===== config.mk =====
export PLATFORM = sky130hd
export DESIGN_NAME = btb_predictor
export DESIGN_NICKNAME = d
export VERILOG_FILES = /design/src/rtl/btb_predictor_pkg.sv /design/src/rtl/btb_predictor_sat_ctr.sv /design/src/rtl/btb_predictor.sv
export SDC_FILE = /design/constraint.sdc
export NUM_CORES = 2
export LEC_CHECK = 0
export ABC_CLOCK_PERIOD_IN_PS = 15100
export BUFFER_PORTS_ARGS = -buffer_cell sky130_fd_sc_hd__buf_2
export CAP_MARGIN = 0
export CORE_MARGIN = 3
export CORE_UTILIZATION = 65
export CTS_CLUSTER_DIAMETER = 80
export DETAILED_ROUTE_END_ITERATION = 16
export PLACE_DENSITY = 0.93
export SETUP_SLACK_MARGIN = 0.3
export SLEW_MARGIN = 25
export SYNTH_ARGS = -nofsm -noshare
export SYNTH_HDL_FRONTEND = slang
export SYNTH_SLANG_ARGS = --single-unit

===== constraint.sdc =====
create_clock -name clk -period 15.1 [get_ports clk]
set_input_delay 3.02 -clock clk [delete_from_list [all_inputs] [get_ports clk]]
set_output_delay 3.02 -clock clk [all_outputs]
set_load 0.01 [all_outputs]

===== src/rtl/btb_predictor_pkg.sv =====
// Shared constants and default-width entry layout for the branch target buffer.
// The top module re-declares the entry struct with its own parameter widths.
package btb_predictor_pkg;

    localparam int DEF_XLEN  = 32;
    localparam int DEF_CTR_W = 2;
    localparam int PC_INC    = 4;

    // Weakly-taken: MSB set, all other counter bits clear.
    localparam logic [DEF_CTR_W-1:0] CTR_WEAK_TAKEN = 2'b10;

    typedef struct packed {
        logic                 valid;
        logic [DEF_XLEN-1:0]  tag;
        logic [DEF_XLEN-1:0]  target;
        logic [DEF_CTR_W-1:0] ctr;
    } btb_entry_t;

endpackage


===== src/rtl/btb_predictor_sat_ctr.sv =====
// Saturating up/down counter next-value logic, shared by all BTB entries
// because at most one entry is updated per cycle.
module btb_sat_ctr #(
    parameter int CTR_W = 2
) (
    input  logic [CTR_W-1:0] ctr_i,
    input  logic             inc_i,
    output logic [CTR_W-1:0] ctr_o
);

    always_comb begin
        ctr_o = ctr_i;
        if (inc_i) begin
            if (ctr_i != {CTR_W{1'b1}}) ctr_o = ctr_i + CTR_W'(1);
        end else begin
            if (ctr_i != '0) ctr_o = ctr_i - CTR_W'(1);
        end
    end

endmodule


===== src/rtl/btb_predictor.sv =====
// Fully-associative flop-based BTB with 2-bit-style direction counters:
// zero-latency lookup, one-entry-per-cycle update, round-robin replacement.
module btb_predictor
    import btb_predictor_pkg::*;
#(
    parameter int ENTRIES = 8,
    parameter int XLEN    = DEF_XLEN,
    parameter int CTR_W   = DEF_CTR_W
) (
    input  logic            clk,
    input  logic            rstn,
    input  logic [XLEN-1:0] lookup_pc,
    output logic            pred_hit,
    output logic            pred_taken,
    output logic [XLEN-1:0] pred_target,
    input  logic            upd_valid,
    input  logic [XLEN-1:0] upd_pc,
    input  logic [XLEN-1:0] upd_target,
    input  logic            upd_taken,
    input  logic            flush
);

    localparam int IDX_W = (ENTRIES > 1) ? $clog2(ENTRIES) : 1;
    // Package constant scaled to CTR_W; requires CTR_W >= 2.
    localparam logic [CTR_W-1:0] CTR_WEAK = CTR_W'(CTR_WEAK_TAKEN) << (CTR_W - DEF_CTR_W);

    typedef struct packed {
        logic             valid;
        logic [XLEN-1:0]  tag;
        logic [XLEN-1:0]  target;
        logic [CTR_W-1:0] ctr;
    } entry_t;

    entry_t           entries_q [ENTRIES];
    entry_t           entries_d [ENTRIES];
    logic [IDX_W-1:0] rr_ptr_q, rr_ptr_d;

    logic             lk_hit, upd_hit, any_free;
    logic [IDX_W-1:0] lk_idx, upd_idx, free_idx, alloc_idx;
    logic [CTR_W-1:0] ctr_next;

    // Parallel tag compare; the duplicate-free invariant keeps matches one-hot,
    // so OR-ing matching indices is a valid one-hot-to-index encoder.
    always_comb begin
        lk_hit   = 1'b0;
        upd_hit  = 1'b0;
        lk_idx   = '0;
        upd_idx  = '0;
        any_free = 1'b0;
        free_idx = '0;
        for (int i = 0; i < ENTRIES; i++) begin
            if (entries_q[i].valid && entries_q[i].tag == lookup_pc) begin
                lk_hit = 1'b1;
                lk_idx = lk_idx | IDX_W'(i);
            end
            if (entries_q[i].valid && entries_q[i].tag == upd_pc) begin
                upd_hit = 1'b1;
                upd_idx = upd_idx | IDX_W'(i);
            end
        end
        for (int i = ENTRIES - 1; i >= 0; i--) begin
            if (!entries_q[i].valid) begin
                any_free = 1'b1;
                free_idx = IDX_W'(i);
            end
        end
        alloc_idx = any_free ? free_idx : rr_ptr_q;
    end

    btb_sat_ctr #(.CTR_W(CTR_W)) u_sat_ctr (
        .ctr_i (entries_q[upd_idx].ctr),
        .inc_i (upd_taken),
        .ctr_o (ctr_next)
    );

    always_comb begin
        for (int i = 0; i < ENTRIES; i++) entries_d[i] = entries_q[i];
        rr_ptr_d = rr_ptr_q;
        if (flush) begin
            for (int i = 0; i < ENTRIES; i++) entries_d[i].valid = 1'b0;
            rr_ptr_d = '0;
        end else if (upd_valid) begin
            if (upd_hit) begin
                entries_d[upd_idx].ctr = ctr_next;
                if (upd_taken) entries_d[upd_idx].target = upd_target;
            end else if (upd_taken) begin
                entries_d[alloc_idx] = '{valid: 1'b1, tag: upd_pc, target: upd_target, ctr: CTR_WEAK};
                if (!any_free) rr_ptr_d = rr_ptr_q + IDX_W'(1);
            end
        end
    end

    always_ff @(posedge clk or negedge rstn) begin
        if (!rstn) begin
            for (int i = 0; i < ENTRIES; i++) entries_q[i] <= '0;
            rr_ptr_q <= '0;
        end else begin
            for (int i = 0; i < ENTRIES; i++) entries_q[i] <= entries_d[i];
            rr_ptr_q <= rr_ptr_d;
        end
    end

    assign pred_hit    = lk_hit;
    assign pred_taken  = lk_hit & entries_q[lk_idx].ctr[CTR_W-1];
    assign pred_target = pred_taken ? entries_q[lk_idx].target : lookup_pc + XLEN'(PC_INC);

endmodule


==> results.ini <==
[status]
status=finished clean

[timing]
fmax_mhz=92.02
rsz0062_at_grt=false
holdWs_ns=0.4875
hold_viol_final=0
relSlewSlack=0.2161
fin_crit_sh=0.7197
finalClockSkew_ns=0.04366
final-setup-viol-count=0
worst_pin_slew_ns=1.161
slew_violations=0
setup_tns_ns=0
period_minus_slack_ns=10.87

[clocking]
holdBufCountCts=0
root_buffer=clkbuf_16
cts_buffer_depth=3
tritoncts=done
clk_latency_ns=0.66
cts_num_sinks=539
post_cts_buffers=0
path_clk_slew_ns=0.07
cts_resized=0
numCtsBuffers=56
htreeDepth=2

[route]
routed_wl_um=108400
ant_nets=0
vias_per_cell=6.944
drt_iter0_drc=2870
num_vias=23865
drc=0
dr.pass1.iters=6
wl_per_cell_um=31.55

[die]
core_area_um2=47150
rows=79
die_w_um=225.9
die-area_um2=51020
num_io_pins=135
initial_core_util=0.6665
die_height_um=225.9

[worst_setup_path]
cp_max_fo=105
arrival_ns=7.85
critPathBufInv=4
path_depth=13
critical_path_required_ns=12.08
critPathCaptureType=output pin
slowest_delay_ns=0.56
cp_slowest_cell=or4_1
start_kind=primary input
cp_cell_sequence=buf_2, xor2_1, or4_1, nor4_1, nand4_1, o2111ai_4, buf_12, mux2i_1, mux2i_1, a22oi_2, buf_4, mux2i_1, buf_2
cpMostUsedCell=mux2i_1
critPathKind=in2out
cpLargestDelayFamily=buffers and inverters
r2r.worst_path.cells=11

[synth]
synth.cell_area_um2=31430
syn-num-nets=2842
ys_seq_area_frac=0.4292
synth_cell_types=69
synth_edf_count=0
yosysTopAreaCellShare=0.4292
synth_seq_cells=539
syn_avg_cell_area_um2=11.47
synth_ff_type=dfrtp_1
syn-instance-count=2739
ys_top_cells_by_area=dfrtp_1 (43%), mux2_2 (17%), mux2i_1 (8.5%), xnor2_1 (7.7%), xor2_1 (7.0%)
async_flop_share=1.000
yosysWarningCount=0
synth_top_area_cell=dfrtp_1

[power]
swShare=0.2902
power_density_nw_per_um2=108.0
irDropWorstVdd_v=0.0001043
total_leakage_power_nw=15.19
switchingPower_w=0.001076
p_int_w=0.002631
clkPwrFrac=0.398
power_frac_seq=0.443
combPwrFrac=0.159

[placed_design]
placed_cell_area_um2=32320
port_buffers=134
dp_hpwl_um=70340
gp_congestion=1.049

[global_route]
antenna_found_initial=8
grt_pass1_vias=24588
grt_max_degree=106
grt_pass1_wl_um=158300
grt_util_all_layers=0.4232
gr-total-overflow=0

[final_layout]
syn_to_final_growth_pct=9.193
layout-drive-gt1-share=0.2768
layout.nets=2884
fillers=3161
fin_area_um2=34310

[flow_run]
maxCapViolCount=0

[hold_path]
whs_path_depth=1
hp-class=reg2reg

## cells in the final DEF (no fill, tap or decap), types with 8 or more instances in the layout
| cell type | Yosys | final |
|---|---|---|
| dfrtp_1 | 539 | 539 |
| nor2_1 | 56 | 54 |
| nor4_1 | 100 | 100 |
| nor4b_1 | 17 | 17 |
| buf_4 | 9 | 25 |
| or3b_2 | 9 | 9 |
| nand4b_1 | 10 | 10 |
| xnor2_1 | 276 | 276 |
| mux2i_1 | 267 | 267 |
| o21ai_0 | 34 | 34 |
| nor3_1 | 32 | 32 |
| clkinv_2 | 0 | 10 |
| mux2_1 | 13 | 13 |
| nand2b_1 | 24 | 24 |
| xor2_1 | 250 | 250 |
| and3_1 | 12 | 12 |
| nand2_1 | 130 | 130 |
| clkbuf_16 | 0 | 56 |
| buf_2 | 93 | 133 |
| clkbuf_1 | 52 | 8 |
| mux2_2 | 480 | 480 |
| inv_1 | 28 | 28 |
| clkbuf_8 | 0 | 13 |
| nand4_1 | 111 | 111 |
| or4_1 | 17 | 17 |
| nand3_1 | 43 | 43 |
## synthesized netlist by cell type (all sizes together), types with 7 or more instances
master and instances:
nand3 43, xnor2 276, nor4b 17, or3b 10, a21o 7, nor3 33, nand4b 10, mux2i 269
inv 28, dfrtp 539, nor2 56, or4 18, nor2b 7, a21oi 8, nand4 111, o21ai 41
nor4 101, xor2 250, nand2b 24, and3 12, mux2 493, nand2 132, clkbuf 52, buf 127
## power groups by stage
| stage | logic, W | clock network [W] | registers (W) |
|---|---|---|---|
| floorplan | 0.000375 | 0 | 0.00163 |
| global placement | 0.000552 | 0 | 0.00165 |
| detailed placement | 0.000564 | 0 | 0.00166 |
| CTS | 0.000574 | 0.00148 | 0.00164 |
| global route | 0.000623 | 0.00153 | 0.00165 |
| finish | 0.000591 | 0.00147 | 0.00164 |
## flip-flops by register name, summed over array words and instances (netlist names)
signal / cells
entries_q: 536
rr_ptr_q: 3
## worst reg2reg max path: stages (launching register included)
cell     delay, ns
dfrtp_1       0.42
xor2_1        0.19
or4_1         0.54
nor4_1        0.30
nand4_1       0.23
o41ai_4       0.86
nor4_2        0.21
nand2_2       0.21
or2_2         0.13
buf_4         0.43
a21o_2        0.93
mux2_2        0.49
## per-layer routing
layer / up-vias / track usage / part of all wire
li1: 9839 / - / -
met1: 11992 / 0.5664 / 0.38
met2: 1592 / 0.6429 / 0.44
met3: 442 / 0.09320 / 0.12
met4: 0 / 0.2380 / 0.066
met5: - / 0 / 0
## layout make-up
cell class	count	area, um^2	share of cell area
flip-flops and latches	539	13490	0.3931
clock inverters	25	341.6	0.009954
diodes	5	12.51	0.0003646
clock buffers	77	1610	0.04693
multi-input cells	1993	17070	0.4974
inverters	28	105.1	0.003063
well taps	607	759.5	0.02213
repair buffers	163	930.9	0.02713
## cells by family (layout without fill, tap and decap cells)
family | count (synthesis) | count (layout) | synth area share
muxes | 762 | 762 | 0.2626
and+or+nand+nor | 603 | 603 | 0.1074
DFF | 539 | 539 | 0.4292
xor gates and xnor gates | 526 | 526 | 0.1466
buffers and inverters | 207 | 293 | 0.03046
AOI/OAI and AO/OA | 98 | 98 | 0.02214
adders and majority gates | 4 | 4 | 0.001592
other | 0 | 5 | 0
## metrics by stage
step                setup WS (ns)  cells  total power [W]    util
finish                      4.233   3437         0.003707  0.7278
global route                4.054   3434         0.003804  0.7276
CTS                         4.403   3431         0.003690  0.7268
detailed placement          4.491   3329         0.002227  0.6854
global placement            4.622   3329         0.002207  0.6854
floorplan                   6.070   2739         0.002008       -
## worst paths after layout
path / from / slack, ns / end
setup / recovery: lookup_pc[9] / 4.23 / pred_target[20]
max in group asynchronous: rstn / 10.36 / entries_q[231]
hold / removal: entries_q[412] / 0.49 / entries_q[412]
hold reg to reg: entries_q[412] / 0.49 / entries_q[412]
setup reg to reg: entries_q[117] / 10.05 / entries_q[294]
min in group asynchronous: rstn / 2.44 / entries_q[311]
Note: power is estimated with default switching activity, not from simulation.
